## config.mk

```make
export PLATFORM = sky130hd
export DESIGN_NAME = phase_acc_gen_flat
export DESIGN_NICKNAME = d
export VERILOG_FILES = /design/src/rtl/awg_pkg.sv /design/src/rtl/phase_acc_gen_if.sv /design/src/rtl/phase_acc_gen.sv /design/src/flat_wrapper.sv
export SDC_FILE = /design/constraint.sdc
export NUM_CORES = 1
export LEC_CHECK = 0
export CAP_MARGIN = 10
export CORE_ASPECT_RATIO = 1.25
export CORE_UTILIZATION = 45
export CTS_CLUSTER_DIAMETER = 150
export DETAILED_ROUTE_END_ITERATION = 10
export PLACE_DENSITY = 0.62
export SYNTH_ARGS = -nofsm -noshare
export SYNTH_HDL_FRONTEND = slang
export SYNTH_SLANG_ARGS = --single-unit
```

## constraint.sdc

```tcl
create_clock -name clk -period 5 [get_ports clk]
set_input_delay 1 -clock clk [delete_from_list [all_inputs] [get_ports clk]]
set_output_delay 1 -clock clk [all_outputs]
set_load 0.005 [all_outputs]
```

## src/rtl/awg_pkg.sv

```systemverilog
// awg_pkg: shared AWG widths and the tuning-word helper used by phase_acc_gen and tri_gen
package awg_pkg;
    localparam int DAC_W   = 14;
    localparam int FREQ_W  = 12;
    localparam int PHASE_W = 8;
    localparam int AMP_W   = 8;
    function automatic logic [31:0] tuning_word(input logic [FREQ_W-1:0] freq, input int shift);
        return 32'(freq) << shift;
    endfunction
endpackage

```

## src/rtl/phase_acc_gen_if.sv

```systemverilog
// phase_acc_gen_if: control codes in (en, state_freq, state_phase), phase count out (cnt, wrap)
interface phase_acc_gen_if;
    import awg_pkg::*;
    logic               en;
    logic [FREQ_W-1:0]  state_freq;
    logic [PHASE_W-1:0] state_phase;
    logic [DAC_W-1:0]   cnt;
    logic               wrap;
    modport master (output en, state_freq, state_phase, input cnt, wrap);
    modport slave  (input en, state_freq, state_phase, output cnt, wrap);
endinterface

```

## src/rtl/phase_acc_gen.sv

```systemverilog
// phase_acc_gen: DDS phase accumulator; clk, rst (sync high), bus.slave: en/state_freq/state_phase in, cnt/wrap out
module phase_acc_gen
    import awg_pkg::*;
#(
    parameter int ACC_W      = 24,
    parameter int FREQ_SHIFT = 4
) (
    input  logic              clk,
    input  logic              rst,
    phase_acc_gen_if.slave    bus
);
    logic [ACC_W-1:0]   acc;
    logic [ACC_W-1:0]   inc;
    logic [ACC_W-1:0]   off;
    logic [ACC_W-1:0]   sum;
    logic [ACC_W:0]     nxt;
    logic [FREQ_W-1:0]  freq_act;
    logic [PHASE_W-1:0] phase_act;
    logic [DAC_W-1:0]   cnt_q;
    logic               carry_q;
    logic               wrap_q;
    assign inc = ACC_W'(tuning_word(freq_act, FREQ_SHIFT));
    assign off = {phase_act, {(ACC_W-PHASE_W){1'b0}}};
    assign nxt = {1'b0, acc} + {1'b0, inc};
    assign sum = acc + off;
    assign bus.cnt  = cnt_q;
    assign bus.wrap = wrap_q;
    // cnt shows the pre-increment acc one stage later, so the carry is delayed one
    // stage too: wrap lines up with the first post-wrap cnt value
    always_ff @(posedge clk) begin
        if (rst) begin
            acc       <= '0;
            freq_act  <= '0;
            phase_act <= '0;
            cnt_q     <= '0;
            carry_q   <= 1'b0;
            wrap_q    <= 1'b0;
        end else if (!bus.en) begin
            acc       <= '0;
            cnt_q     <= '0;
            carry_q   <= 1'b0;
            wrap_q    <= 1'b0;
            freq_act  <= bus.state_freq;
            phase_act <= bus.state_phase;
        end else begin
            acc     <= nxt[ACC_W-1:0];
            cnt_q   <= sum[ACC_W-1 -: DAC_W];
            carry_q <= nxt[ACC_W];
            wrap_q  <= carry_q;
            if (nxt[ACC_W]) begin
                freq_act  <= bus.state_freq;
                phase_act <= bus.state_phase;
            end
        end
    end
endmodule

```

## src/flat_wrapper.sv

```systemverilog
// flat-port wrapper written by rule: the top's interface ports become plain ports
module phase_acc_gen_flat import awg_pkg::*;
#(
    parameter int ACC_W      = 24,
    parameter int FREQ_SHIFT = 4
)
  (clk, rst, bus_en, bus_state_freq, bus_state_phase, bus_cnt, bus_wrap);
  phase_acc_gen_if bus_i ();
  input  logic clk;
  input  logic rst;
  input wire logic [$bits(bus_i.en)-1:0] bus_en;
  input wire logic [$bits(bus_i.state_freq)-1:0] bus_state_freq;
  input wire logic [$bits(bus_i.state_phase)-1:0] bus_state_phase;
  output wire logic [$bits(bus_i.cnt)-1:0] bus_cnt;
  output wire logic [$bits(bus_i.wrap)-1:0] bus_wrap;
  assign bus_i.en = bus_en;
  assign bus_i.state_freq = bus_state_freq;
  assign bus_i.state_phase = bus_state_phase;
  assign bus_cnt = bus_i.cnt;
  assign bus_wrap = bus_i.wrap;
  phase_acc_gen #(.ACC_W(ACC_W), .FREQ_SHIFT(FREQ_SHIFT)) u_core (.clk(clk), .rst(rst), .bus(bus_i));
endmodule
```

==> impl_results.md, run 1 <==
- Root Buffer: clkbuf_8
- Logic pwr share: 15.3%
- Setup slack after layout: ~1600 ps
- Avg Cell Area, Syn: 8.651 sq um
- Fmax: ~0.30 GHz
- WHS Endpoint: u_core.bus.wrap$_SDFF_PP0_
- Critical-path top delay cell: clkdlybuf4s50_1
- Vias in the first global route: 2655
- Post-DRT Antenna Nets: 0
- Layout cell share with drive strength beyond 1: 5.000%
- Vias post-DR: 2966
- First DRT Iteration DRCs: roughly 190
- Clock Skew: 5.102 ps
- Failing checks: DRC
- Layout Area Growth over Synthesis: 16.25%
- Post-synthesis instance total: 372
- CTS tree: done
- Largest net degree at the start of global routing: 33
- Worst Hold Launch: u_core.carry_q$_SDFF_PP0_
- GP Congestion: 0.8122
- FF-to-FF path depth: 8
- CP Capture Type: flip-flop
- Worst-path maximum fanout: 23
- Status: finished with violations
- DR pass1 iterations: 7
- Power Total: 0.8861 mW
- Final instance area: 3741 sq um
- Hold Slack: 433.2 ps
- Ys Warns: 0
- Syn nets: 416
- Post-DP Area: 3651 sq um
- Post-synth EDFFs: 0
- Max_cap viols: 0
- Period utilization: 67.10%
- Clk slew on worst S/H paths: 100 ps
- Total placed cells including tap cells: 482
- Antenna diodes: 0
- Total Nets Final: ~440
- Final Slew Violations: 0
- HPWL after DPL: about 5400 microns
- GRT Total Usage: a little under a quarter
- Critical path launch point type: input pin
- FF-to-FF Start: u_core.freq_act[0]$_SDFFE_PP0P_
- Sequential fraction of the synthesis area: 34.84%
- R2R Setup Slk: 2260 ps
- Unique masters post-synth: 47
- Cells along the critical path: clkdlybuf4s50_1 > nand2b_1 > nor2_1 > or4b_1 > a21o_1 > o311ai_0
- Slew @ Worst Pin: 881.4 ps
- Latest clock arrival within the worst-skew pair: 310 ps
- Max clock buf depth: 2
- Switching part of the total: 26.86%
- Drt total wl: roughly 8100 microns
- Grt total ovfl: 0
- Row cnt: 34
- Dominant delay contributor by cell family on the critical path: simple AND/OR/NAND/NOR gates
- Hold Crit Class: reg -> reg
- Pre-CTS setup slack: 1351 ps
- RSZ-0062 raised after global routing: false
- Switching pwr: 0.2380 mW
- Peak supply drop: 136.9 uV
- Internal power: 0.6481 mW
- Clock sinks: 56
- Leakage power: roughly 1.4 nW
- Die W: 77.64 microns
- IO Port Bufs: 37
- Residual DRC count: 1
- IO Count: 38
- CTS buffer count: 5
- CP peak stage delay: 860 ps
- Setup Fix Bufs, Post-CTS: 0
- CTS Hold Bufs: 0
- First-pass GRT wire length: 13230 microns
- Final Util: 53.95%
- Endpoints failing hold: 0
- Layout filler cell count: between 600 and 700
- Slew Limit Headroom: 41.06%
- Post-Syn Area: 3218 sq um
- CP Buf/Inv Count: 1
- Power per cell area: 236.8 nW/um^2
- WL/cell: 16.49 microns
- Die area: ~7500 sq um
- Flop pwr share: a little over half
- Final setup violation count: 0
- Asr flop ratio synth: 0%
- Initial Util: 46.41%
- Primary FF master, synth: dfxtp_1
- Initial antenna violation count: 0
- Critical R2R Capture: u_core.freq_act[4]$_SDFFE_PP0P_
- Die height: 96.55 microns
- Core area: 6934 sq um
- CTS H-tree lvls: 2
- WS Path Type: in -> reg
- TNS Setup: 0 ps
- Clock Power Share: 29.8%
- Flops & latches, synth: 56
- Cell Count, Final, Fillers Out: 490
- Vias/cell: 6.053
- Fin crit period: 3355 ps
- # resized after CTS: 0
- Crit path DAT: 3560 ps
- Critical path data required time: 5200 ps
- Hold Crit Depth: 1
## synthesized netlist by cell type (all sizes together) (4+ instances only)
master / count / area (sq um)
inv: 5 / 18.77
buf: 7 / 48.79
ha: 19 / 237.7
a31oi: 24 / 150.1
nand2: 37 / 138.9
and2: 10 / 62.56
a21o: 9 / 67.56
xor2: 4 / 35.03
o2111ai: 22 / 192.7
dfxtp: 56 / 1121
nor3: 8 / 40.04
a21oi: 18 / 90.09
nand2b: 7 / 43.79
o21a: 6 / 46.30
clkbuf: 19 / 71.32
mux2i: 6 / 60.06
nor2b: 25 / 156.4
nand3: 8 / 40.04
o21ai: 11 / 55.05
o221ai: 20 / 175.2
o211ai: 5 / 37.54
nor2: 17 / 63.81
## layout make-up
type                            count  area, sq um  share of cell area (%)
Inverter                            5        18.77                  0.5017
Timing Repair Buffer               46        437.9                   11.71
Clock buffer                        8        90.09                   2.408
Tap cell                           90        112.6                   3.010
Sequential cell                    56         1121                   29.97
Multi-Input combinational cell    285         1961                   52.41
## power by group through the flow
stage / logic (mW) / registers, mW / clock network (mW)
3_3_place_gp: 0.132 / 0.497 / 0
5_1_grt: 0.152 / 0.490 / 0.287
6_report: 0.136 / 0.487 / 0.264
2_1_floorplan: 0.0885 / 0.490 / 0
4_1_cts: 0.136 / 0.487 / 0.273
3_5_place_dp: 0.135 / 0.497 / 0
## placed cells by master (no fill, tap or decap), types with 2 or more instances in the layout
cell / instances
a21o_1: 9
clkdlybuf4s50_1: 37
nor2_1: 17
o211ai_1: 5
o221ai_1: 20
xnor2_1: 3
a211oi_1: 2
a21oi_1: 18
mux2i_1: 6
or3_1: 2
o2111ai_1: 22
nand2b_1: 7
fa_1: 2
nand3_1: 8
and3_1: 2
dfxtp_1: 56
inv_1: 5
clkbuf_1: 2
xor2_1: 4
o21ai_0: 10
and2_1: 10
buf_4: 9
nor2b_1: 24
o21a_1: 5
nor3b_1: 3
clkbuf_8: 6
ha_1: 19
nand2_1: 37
nor3_1: 8
a31oi_1: 24
a21boi_0: 2
## flip-flops by register name (all words and copies together), names as in the netlist
| name | cells |
|---|---|
| u_core.acc | 20 |
| u_core.carry_q | 1 |
| u_core.phase_act | 8 |
| u_core.bus.cnt | 14 |
| u_core.bus.wrap | 1 |
| u_core.freq_act | 12 |
## cells by family (layout without fill, tap and decap cells)
| group | Yosys count | after routing | share of synthesized area, % |
|---|---|---|---|
| buffers and inverters | 31 | 59 | 4.316 |
| AOI/OAI and AO/OA | 124 | 124 | 27.99 |
| DFF | 56 | 56 | 34.84 |
| muxes | 6 | 6 | 1.866 |
| adders and majority gates | 21 | 21 | 8.632 |
| and+or+nand+nor | 127 | 127 | 20.45 |
| xor gates and xnor gates | 7 | 7 | 1.905 |
## worst register-to-register path: cells and delay by family, from the launching register on
family / cells / cell delay, ps
buffers and inverters: 1 / 240
flip-flops: 1 / 340
adder cells (fa/ha/maj): 2 / 700
AO/OA/AOI/OAI: 5 / 1350
## worst max-delay path by stage
stage                                     from                          endpoint  slack, ps  cells after the start
4_1_cts                                    rst         u_core.acc[23]$_SDFF_PP0_       1680                      6
2_1_floorplan  u_core.freq_act[0]$_SDFFE_PP0P_  u_core.freq_act[10]$_SDFFE_PP0P_       2850                      8
3_5_place_dp                               rst         u_core.acc[23]$_SDFF_PP0_       1350                      6
6_report                                   rst         u_core.acc[23]$_SDFF_PP0_       1640                      6
3_3_place_gp                               rst         u_core.acc[23]$_SDFF_PP0_       1500                      6
5_1_grt                                    rst         u_core.acc[23]$_SDFF_PP0_       1530                      6
## routing by layer
| metal | GRT usage [%] | part of all wire (%) | vias up | wire length (microns) |
|---|---|---|---|---|
| li1 | - | - | 1465 | - |
| met1 | 29.02 | 47 | 1419 | 3802 |
| met2 | 38.64 | 48 | 71 | 3860 |
| met3 | 3.005 | 3.8 | 11 | 310 |
| met4 | 8.491 | 1.3 | 0 | 106 |
| met5 | 0 | 0 | - | 0 |
No activity file was read; power rests on OpenSTA's default activity.
==> inputs of run 2 (changes only) <==
- PLACE_DENSITY: 0.62 -> 0.65
- clock period: 5 -> 3 ns (I/O delays scaled with it)
==> run 2 against run 1 <==
  * The run now ends clean
  * Clock power is 92% higher
  * Non-clock buffer count up 1
  * Sequential power grew 67%
  * Cell count grew 0.41%
  * Sequential share of layout area fell by 0.30 points
  * Critical endpoint is now u_core.phase_act[4]$_SDFFE_PP0P_
  * Largest power group unchanged
==> impl_results.md, run 2 (synthesis results as in run 1) <==
- Status: completed
- Initial antenna violation count: 0 (unchanged)
- CTS H-tree lvls: 2 (unchanged)
- Slew Limit Headroom: 36.71% (-4.4 points)
- Flop pwr share: 52.4% (-2.5 points)
- Crit path DAT: 2940 ps (-620 ps)
- IO Port Bufs: 37 (unchanged)
- Setup slack after layout: 233.4 ps (-1412 ps)
- Endpoints failing hold: 0 (unchanged)
- Core area: 6934 sq um (unchanged)
- GP Congestion: 0.8638 (+6.4%)
- CP Capture Type: flip-flop
- Power per cell area: 409.4 nW/um^2 (+73%)
- Final setup violation count: 0 (unchanged)
- Max_cap viols: 0 (unchanged)
- Max clock buf depth: 2 (unchanged)
- Initial Util: 46.41% (unchanged)
- Clk slew on worst S/H paths: 100 ps (about the same)
- Pre-CTS setup slack: 19.28 ps (-1331 ps)
- Die W: 77.64 microns (unchanged)
- # resized after CTS: 0 (unchanged)
- Total Nets Final: 445 (+0.45%)
- HPWL after DPL: 5393 microns (about the same)
- Worst setup path end: u_core.phase_act[4]$_SDFFE_PP0P_
- Internal power: 1.141 mW (+76%)
- Residual DRC count: 0 (-1)
- Post-DRT Antenna Nets: 0 (unchanged)
- Critical path launch point type: flip-flop
- WS Path Type: reg -> reg
- Layout Area Growth over Synthesis: 17.42%
- Crit path launch: u_core.freq_act[0]$_SDFFE_PP0P_
- First-pass GRT wire length: 13680 microns (+3.4%)
- First DRT Iteration DRCs: 232 (+23%)
- Logic pwr share: 14.8% (-0.5 points)
- Fmax: ~0.36 GHz
- CTS Hold Bufs: 0 (unchanged)
- Clock Power Share: 32.8% (+3.0 points)
- Row cnt: 34 (unchanged)
- Drt total wl: 8260 microns (+2.2%)
- Vias/cell: 6.057 (about the same)
- Worst-path maximum fanout: 22 (-4.3%)
- Die height: 96.55 microns (unchanged)
- Fin crit period: 2767 ps
- Die area: 7495 sq um (unchanged)
- CTS buffer count: 5 (unchanged)
- RSZ-0062 raised after global routing: false
- Latest clock arrival within the worst-skew pair: 310 ps (about the same)
- Commonest cells after routing, fill and taps aside: dfxtp_1, nand2_1, clkdlybuf4s50_1
- Critical R2R Capture: u_core.phase_act[4]$_SDFFE_PP0P_
- Slew @ Worst Pin: 947.7 ps (+66.31 ps)
- Hold Crit Class: reg -> reg
- Layout cell share with drive strength beyond 1: 5.721% (+0.72 points)
- FF-to-FF path depth: 7 (-1)
- IO Count: 38 (unchanged)
- Final Slew Violations: 0 (unchanged)
- DR pass1 iterations: 4 (-3)
- Critical path data required time: 3170 ps (-2030 ps)
- Root Buffer: clkbuf_8
- Leading cell type in the layout, fill and taps excluded: dfxtp_1
- Period utilization: 92.22%
- Clock sinks: 56 (unchanged)
- GRT Total Usage: 23.22% (+0.64 points)
- Vias post-DR: 2980 (+0.47%)
- Vias in the first global route: 2788 (+5.0%)
- Power Total: 1.547 mW (+75%)
- FF-to-FF Start: u_core.freq_act[0]$_SDFFE_PP0P_
- Switching pwr: 0.4060 mW (+71%)
- Setup Fix Bufs, Post-CTS: 0 (unchanged)
- Antenna diodes: 0 (unchanged)
- TNS Setup: 0 ps (unchanged)
- Largest register FFs: 20 (unchanged)
- Peak supply drop: 216.7 uV (+58%)
- Switching part of the total: 26.25% (-0.62 points)
- Grt total ovfl: 0 (unchanged)
- R2R Setup Slk: 230 ps (-2030 ps)
- Final Util: 54.49% (+0.54 points)
- CTS tree: done
- Register with the most flip-flops: u_core.acc
- WL/cell: 16.79 microns (+1.8%)
- Leakage power: 1.374 nW (+1.1%)
- Largest net degree at the start of global routing: 41 (+24%)
- Clock Skew: 11.02 ps (+5.921 ps)
-- run 2: cell count changes in the layout (fill, tap and decap cells not counted), sizes merged --
cell and delta:
a211oi +1, clkbuf -2, clkinv +1, bufinv +1, buf +1
-- run 2: how the worst min path moves through the flow --
stage | slack [ps] | startpoint | depth (start not counted) | to
4_1_cts | 460 | u_core.carry_q$_SDFF_PP0_ | 1 | u_core.bus.wrap$_SDFF_PP0_
6_report | 450 | u_core.carry_q$_SDFF_PP0_ | 1 | u_core.bus.wrap$_SDFF_PP0_
5_1_grt | 480 | u_core.carry_q$_SDFF_PP0_ | 1 | u_core.bus.wrap$_SDFF_PP0_
3_5_place_dp | 440 | u_core.carry_q$_SDFF_PP0_ | 1 | u_core.bus.wrap$_SDFF_PP0_
3_3_place_gp | 440 | u_core.carry_q$_SDFF_PP0_ | 1 | u_core.bus.wrap$_SDFF_PP0_
2_1_floorplan | 410 | u_core.carry_q$_SDFF_PP0_ | 1 | u_core.bus.wrap$_SDFF_PP0_
-- run 2: final cells by class --
class,instances,area [sq um]
clock buffers,6,72.57
clock inverters,2,35.03
fillers,653,3156
inverters,5,18.77
multi-input cells,286,1973
flip-flops and latches,56,1121
well taps,90,112.6
repair buffers,47,445.4
-- run 2: through the flow --
stage                     hold WS [ps]  std cells  cell area (sq um)
after floorplan                  405.7        372               3218
after global placement           438.3        483               3659
after detailed placement         440.0        483               3659
after CTS                        463.6        492               3779
after global routing             475.5        492               3779
final                            451.8        492               3779
-- run 2: worst max-delay path: stages, from the launching register on --
cell and delay (ps):
dfxtp_1 370, ha_1 200, fa_1 260, a211oi_1 110, o21a_1 300, a211oi_4 650
o21a_2 520, o221ai_1 220
-- run 2: power groups by stage --
| stage | sequential (mW) | clock, mW | combinational [mW] |
|---|---|---|---|
| 2_1_floorplan | 0.817 | 0 | 0.147 |
| 3_3_place_gp | 0.826 | 0 | 0.221 |
| 3_5_place_dp | 0.827 | 0 | 0.226 |
| 4_1_cts | 0.810 | 0.518 | 0.229 |
| 5_1_grt | 0.814 | 0.545 | 0.256 |
| 6_report | 0.811 | 0.507 | 0.229 |
-- run 2: routing by layer --
metal | part of all wire, % | routed length (microns) | GRT usage [%]
met1 | 44 | 3665 | 30.31
met2 | 49 | 4046 | 38.05
met3 | 4.1 | 338 | 3.568
met4 | 2.5 | 210 | 10.38
met5 | 0 | 0 | 0
